--- src/rtl/clock_pkg.sv ---
// Shared constants for the HH:MM:SS BCD time-of-day counter.
// Limits are stored as BCD tens/ones pairs.
package clock_pkg;

  localparam int DIGIT_W = 4;

  localparam logic [DIGIT_W-1:0] SEC_MAX_T  = 4'd5;
  localparam logic [DIGIT_W-1:0] SEC_MAX_O  = 4'd9;
  localparam logic [DIGIT_W-1:0] MIN_MAX_T  = 4'd5;
  localparam logic [DIGIT_W-1:0] MIN_MAX_O  = 4'd9;
  localparam logic [DIGIT_W-1:0] HOUR_MAX_T = 4'd2;
  localparam logic [DIGIT_W-1:0] HOUR_MAX_O = 4'd3;

endpackage

--- src/rtl/bcd_mod_counter.sv ---
// Two-digit BCD counter that wraps to 00 after TENS_MAX:ONES_MAX_AT_TENS_MAX.
// CLR has priority over EN; CARRY_OUT flags the wrapping step.
module bcd_mod_counter
  import clock_pkg::*;
#(
  parameter logic [DIGIT_W-1:0] TENS_MAX             = 4'd5,
  parameter logic [DIGIT_W-1:0] ONES_MAX_AT_TENS_MAX = 4'd9
) (
  input  logic               CLK,
  input  logic               RST,
  input  logic               CLR,
  input  logic               EN,
  output logic               CARRY_OUT,
  output logic [DIGIT_W-1:0] TENS,
  output logic [DIGIT_W-1:0] ONES
);

  logic [DIGIT_W-1:0] tens_q, tens_d;
  logic [DIGIT_W-1:0] ones_q, ones_d;
  logic               at_max;

  assign at_max = (tens_q == TENS_MAX) &&
                  (ones_q == ONES_MAX_AT_TENS_MAX);

  assign CARRY_OUT = EN & at_max;

  always_comb begin
    tens_d = tens_q;
    ones_d = ones_q;
    if (CLR) begin
      tens_d = '0;
      ones_d = '0;
    end else if (EN) begin
      if (at_max) begin
        tens_d = '0;
        ones_d = '0;
      end else if (ones_q == 4'd9) begin
        tens_d = tens_q + 4'd1;
        ones_d = '0;
      end else begin
        ones_d = ones_q + 4'd1;
      end
    end
  end

  always_ff @(posedge CLK or posedge RST) begin
    if (RST) begin
      tens_q <= '0;
      ones_q <= '0;
    end else begin
      tens_q <= tens_d;
      ones_q <= ones_d;
    end
  end

  assign TENS = tens_q;
  assign ONES = ones_q;

endmodule

--- src/rtl/bcd_clock_counter.sv ---
// 24-hour BCD time-of-day counter with 1 Hz prescaler and a set mode
// in which the minutes and hours are stepped by synchronised buttons.
module bcd_clock_counter
  import clock_pkg::*;
#(
  parameter int DIV         = 50_000_000,
  parameter int SYNC_STAGES = 2
) (
  input  logic               CLK,
  input  logic               RST,
  input  logic               SET,
  input  logic               INC_MIN,
  input  logic               INC_HOUR,
  output logic [DIGIT_W-1:0] SEC_L,
  output logic [DIGIT_W-1:0] SEC_H,
  output logic [DIGIT_W-1:0] MIN_L,
  output logic [DIGIT_W-1:0] MIN_H,
  output logic [DIGIT_W-1:0] HOUR_L,
  output logic [DIGIT_W-1:0] HOUR_H,
  output logic               SEC_TICK
);

  localparam int PW = (DIV > 1) ? $clog2(DIV) : 1;
  localparam logic [PW-1:0] PRE_LAST = PW'(DIV - 1);

  logic [SYNC_STAGES-1:0] set_sq, min_sq, hour_sq;
  logic                   min_prev_q, hour_prev_q;
  logic [PW-1:0]          presc_q, presc_d;
  logic                   tick_q;

  logic set_s, min_s, hour_s;
  logic min_edge, hour_edge;
  logic tick;
  logic sec_carry, min_carry;
  logic min_en, hour_en;

  assign set_s  = set_sq[SYNC_STAGES-1];
  assign min_s  = min_sq[SYNC_STAGES-1];
  assign hour_s = hour_sq[SYNC_STAGES-1];

  assign min_edge  = min_s & ~min_prev_q;
  assign hour_edge = hour_s & ~hour_prev_q;

  // A tick landing on the first set-mode cycle is dropped here.
  assign tick = ~set_s && (presc_q == PRE_LAST);

  always_comb begin
    presc_d = presc_q + 1'b1;
    if (set_s || tick) presc_d = '0;
  end

  assign min_en  = set_s ? min_edge  : sec_carry;
  assign hour_en = set_s ? hour_edge : min_carry;

  always_ff @(posedge CLK or posedge RST) begin
    if (RST) begin
      set_sq      <= '0;
      min_sq      <= '0;
      hour_sq     <= '0;
      min_prev_q  <= 1'b0;
      hour_prev_q <= 1'b0;
      presc_q     <= '0;
      tick_q      <= 1'b0;
    end else begin
      set_sq      <= {set_sq[SYNC_STAGES-2:0], SET};
      min_sq      <= {min_sq[SYNC_STAGES-2:0], INC_MIN};
      hour_sq     <= {hour_sq[SYNC_STAGES-2:0], INC_HOUR};
      min_prev_q  <= min_s;
      hour_prev_q <= hour_s;
      presc_q     <= presc_d;
      tick_q      <= tick;
    end
  end

  bcd_mod_counter #(
    .TENS_MAX             (SEC_MAX_T),
    .ONES_MAX_AT_TENS_MAX (SEC_MAX_O)
  ) u_sec (
    .CLK       (CLK),
    .RST       (RST),
    .CLR       (set_s),
    .EN        (tick),
    .CARRY_OUT (sec_carry),
    .TENS      (SEC_H),
    .ONES      (SEC_L)
  );

  bcd_mod_counter #(
    .TENS_MAX             (MIN_MAX_T),
    .ONES_MAX_AT_TENS_MAX (MIN_MAX_O)
  ) u_min (
    .CLK       (CLK),
    .RST       (RST),
    .CLR       (1'b0),
    .EN        (min_en),
    .CARRY_OUT (min_carry),
    .TENS      (MIN_H),
    .ONES      (MIN_L)
  );

  bcd_mod_counter #(
    .TENS_MAX             (HOUR_MAX_T),
    .ONES_MAX_AT_TENS_MAX (HOUR_MAX_O)
  ) u_hour (
    .CLK       (CLK),
    .RST       (RST),
    .CLR       (1'b0),
    .EN        (hour_en),
    .CARRY_OUT (),
    .TENS      (HOUR_H),
    .ONES      (HOUR_L)
  );

  assign SEC_TICK = tick_q;

endmodule

--- config.mk ---
export PLATFORM = sky130hd
export DESIGN_NAME = bcd_clock_counter
export DESIGN_NICKNAME = d
export VERILOG_FILES = /design/src/rtl/clock_pkg.sv /design/src/rtl/bcd_mod_counter.sv /design/src/rtl/bcd_clock_counter.sv
export SDC_FILE = /design/constraint.sdc
export NUM_CORES = 1
export LEC_CHECK = 0
export ABC_AREA = 1
export CAP_MARGIN = 25
export CORE_MARGIN = 8
export CORE_UTILIZATION = 55
export CTS_CLUSTER_DIAMETER = 200
export CTS_CLUSTER_SIZE = 10
export DETAILED_ROUTE_END_ITERATION = 8
export GPL_TIMING_DRIVEN = 0
export PLACE_DENSITY = 0.77
export SYNTH_ARGS = -nofsm -noshare
export SYNTH_HDL_FRONTEND = slang
export SYNTH_SLANG_ARGS = --single-unit
export TNS_END_PERCENT = 1
--- constraint.sdc ---
create_clock -name CLK -period 3.1 [get_ports CLK]
set_input_delay 0.465 -clock CLK [delete_from_list [all_inputs] [get_ports CLK]]
set_output_delay 0.465 -clock CLK [all_outputs]
set_load 0.01 [all_outputs]
==> impl_metrics.ini <==
[run_status]
status = finished, final reports clean

[clock_network]
cts_setup_buffers = 0
cts_sinks = 59
clkSlewWorstSetupHoldPaths_ns = 0.07
cts_buffers = 9
h-tree-depth = 3
max-clock-path-buffers = 2
insertion_delay_ns = 0.34
cts_tree = yes
cts_resized = 0
ctsHoldBuffers = 0
cts_root_buf = clkbuf_8

[synth]
yosysMostFrequentCell = nand2_1
synth_compound_area_share_pct = 6.39
synth_xor_xnor_area_share_pct = 4.45
ys_top_cells_by_area = dfrtp_1 (47%), nand2_1 (9.2%), nor2_1 (5.7%)
synth_top_flop_cell = dfrtp_1
yosysUniqueCellTypes = 35
syn-num-nets = 396
synth_edf_count = 0
synth.area.mux_share_pct = 0
yosysTopAreaCellShare_pct = 46.9
yosysSeqAreaShare_pct = 46.9
synth_top_family_by_area = simple AND/OR/NAND/NOR gates
ys.warnings.count = 0
synthTopCellsByCount = nand2_1 (77), dfrtp_1 (59), nor2_1 (48), inv_1 (41), nand3_1 (26)
synth.avg_cell_area_um2 = 8.33
synth_area_leader_cell = dfrtp_1
ys_ff_latch = 59
synthSimpleGateAreaFrac_pct = 30.6
synth_cells = 378
synthArstFlopShare_pct = 100
syn_area_mm2 = 0.00315
synth_fa_ha_area_share_pct = 5.16

[placed_design]
place_area_mm2 = 0.00355
place_congestion = 0.885
port_buffers = 29
dp_hpwl_mm = 4.78

[global_routing]
grt_max_degree = 40
grt_usage_pct = 16.2
grt_remaining_overflow = 0
grt_pass1_wl_mm = 10.9
antenna_found_initial = 0
grt_pass1_vias = 2411

[worst_setup_path]
endpoint_kind = flop
path_cells = inv_1, ha_1, nand3_1, nor2_1, nand4_4, nand2_4, nand2_4, nand2_4, nand2_1, nand2_1, nand2_1
critPathBufInv = 1
cp.arrival_ns = 2.18
cp_max_fo = 8
startpoint_type = flop
critical_path.top_delay_family = simple AND/OR/NAND/NOR gates
critPathSlowestCell = dfrtp_1
worstSetupPathType = reg2reg
max_stage_delay_ns = 0.40
worstPathRequired_ns = 3.33

[route]
post_drt_wl_per_cell_um = 13.4
firstDrtPassIters = 5
antenna_left = 0
vias_per_cell = 5.25
drt_iter0_drc = 114
vias = 2605
drc = 0
drt_wl_total_mm = 6.62

[sta]
finClkSkew_ns = 0.00641
slew_headroom_pct = 67.3
maxSlewViolCount = 0
final.setup.tns_ns = 0
rsz0062_at_grt = no
finalSetupViolCount = 0
holdWs_ns = 0.348
fmax_mhz = 512
period_needed_ns = 1.95
tightest_slew_ns = 0.490
post-route-period-util_pct = 62.9
finalHoldViolations = 0

[cells_and_area]
n_fill_cell = 436
fin_util_pct = 68.8
drive_gt1_share_pct = 10.6
fin_area_mm2 = 0.00379
antennaDiodeCount = 0
area_delta_synth_final_pct = 20.2
layout.nets = 437

[job]
drv_cap = 0

[floorplanning]
pin_count = 30
rows = 27
die_y_um = 91.7
core_region_area_mm2 = 0.00551
initial_core_util_pct = 57.2
die_x_um = 91.7
dieArea_mm2 = 0.00841

[power]
power_mw = 2.09
leakage_nw = 1.70
p_per_area_mw_per_mm2 = 551
ir_drop_mv = 0.367

[hold_path]
hp-class = reg2reg
cells by family (layout without fill, tap and decap cells):
group                    after synthesis  in the layout
XOR/XNOR                              16             16
AND/OR/NAND/NOR                      204            204
flip-flops                            59             59
AO/OA/AOI/OAI                         36             36
adder cells (fa/ha/maj)               13             13
buffers and inverters                 50             96
flip-flops by register name (all words and copies together) (netlist names):
signal / flops
SEC_TICK: 1
hour_prev_q: 1
hour_sq: 2
min_prev_q: 1
min_sq: 2
presc_q: 26
set_sq: 2
u_hour.ONES: 4
u_hour.TENS: 4
u_min.ONES: 4
u_min.TENS: 4
u_sec.ONES: 4
u_sec.TENS: 4
power breakdown:
group	internal [mW]	leakage, nW	switching [mW]
logic	0.182	0.800	0.176
registers	0.833	0.789	0.0769
clock network	0.499	0.116	0.320
layout by cell type, fill, tap and decap left out, types with 3 or more instances in the layout:
| master | netlist | layout |
|---|---|---|
| dfrtp_1 | 59 | 59 |
| nor2_1 | 48 | 48 |
| o21ai_0 | 16 | 16 |
| inv_1 | 41 | 40 |
| nand2_1 | 77 | 77 |
| clkdlybuf4s50_1 | 0 | 29 |
| nand2_2 | 3 | 3 |
| ha_1 | 13 | 13 |
| nand3_1 | 26 | 26 |
| xor2_1 | 13 | 13 |
| clkbuf_8 | 0 | 11 |
| or2_2 | 3 | 3 |
| nand2_4 | 3 | 3 |
| inv_2 | 4 | 5 |
| xnor2_1 | 3 | 3 |
| nor3b_1 | 3 | 3 |
| nor3_1 | 18 | 18 |
| a21oi_1 | 11 | 11 |
| nand3b_1 | 3 | 3 |
| nand4_1 | 10 | 10 |
| buf_2 | 3 | 3 |
per-layer routing:
metal | up-vias | share of wire, % | track usage (%) | wire length (µm)
met2 | 65 | 49 | 26.4 | 3250
met3 | 9 | 5.1 | 5.79 | 336
li1 | 1307 | - | - | -
met5 | - | 0 | 0 | 0
met4 | 0 | 1.5 | 7.64 | 97
met1 | 1224 | 44 | 18.6 | 2940
metrics by stage:
step	cells	setup WS, ns
final	496	1.15
after global placement	479	0.0976
after CTS	496	1.12
after detailed placement	480	1.15
after floorplan	378	1.18
after global routing	496	0.947
area by class of cell:
type	instances	area, µm²	share of cell area, %
buffer	5	37.5	0.991
clock buffer	11	151	4.00
clock inverter	5	85.1	2.25
inverter	45	169	4.46
multi-input combinational	269	1470	38.8
sequential	59	1480	39.0
tap	72	90.1	2.38
timing repair buffer	30	310	8.19
worst paths after layout:
kind                               start             end  slack (ns)  cells after the start
min                            set_sq[0]       set_sq[1]        0.35                      0
max                        u_sec.ONES[1]  u_hour.TENS[0]        1.15                     11
max reg2reg                u_sec.ONES[1]  u_hour.TENS[0]        1.15                     11
max in group asynchronous            RST      presc_q[9]        2.07                      3
min in group asynchronous            RST   u_min.ONES[2]        0.46                      2
min reg2reg                    set_sq[0]       set_sq[1]        0.35                      0
(Power assumes the default switching activity.)
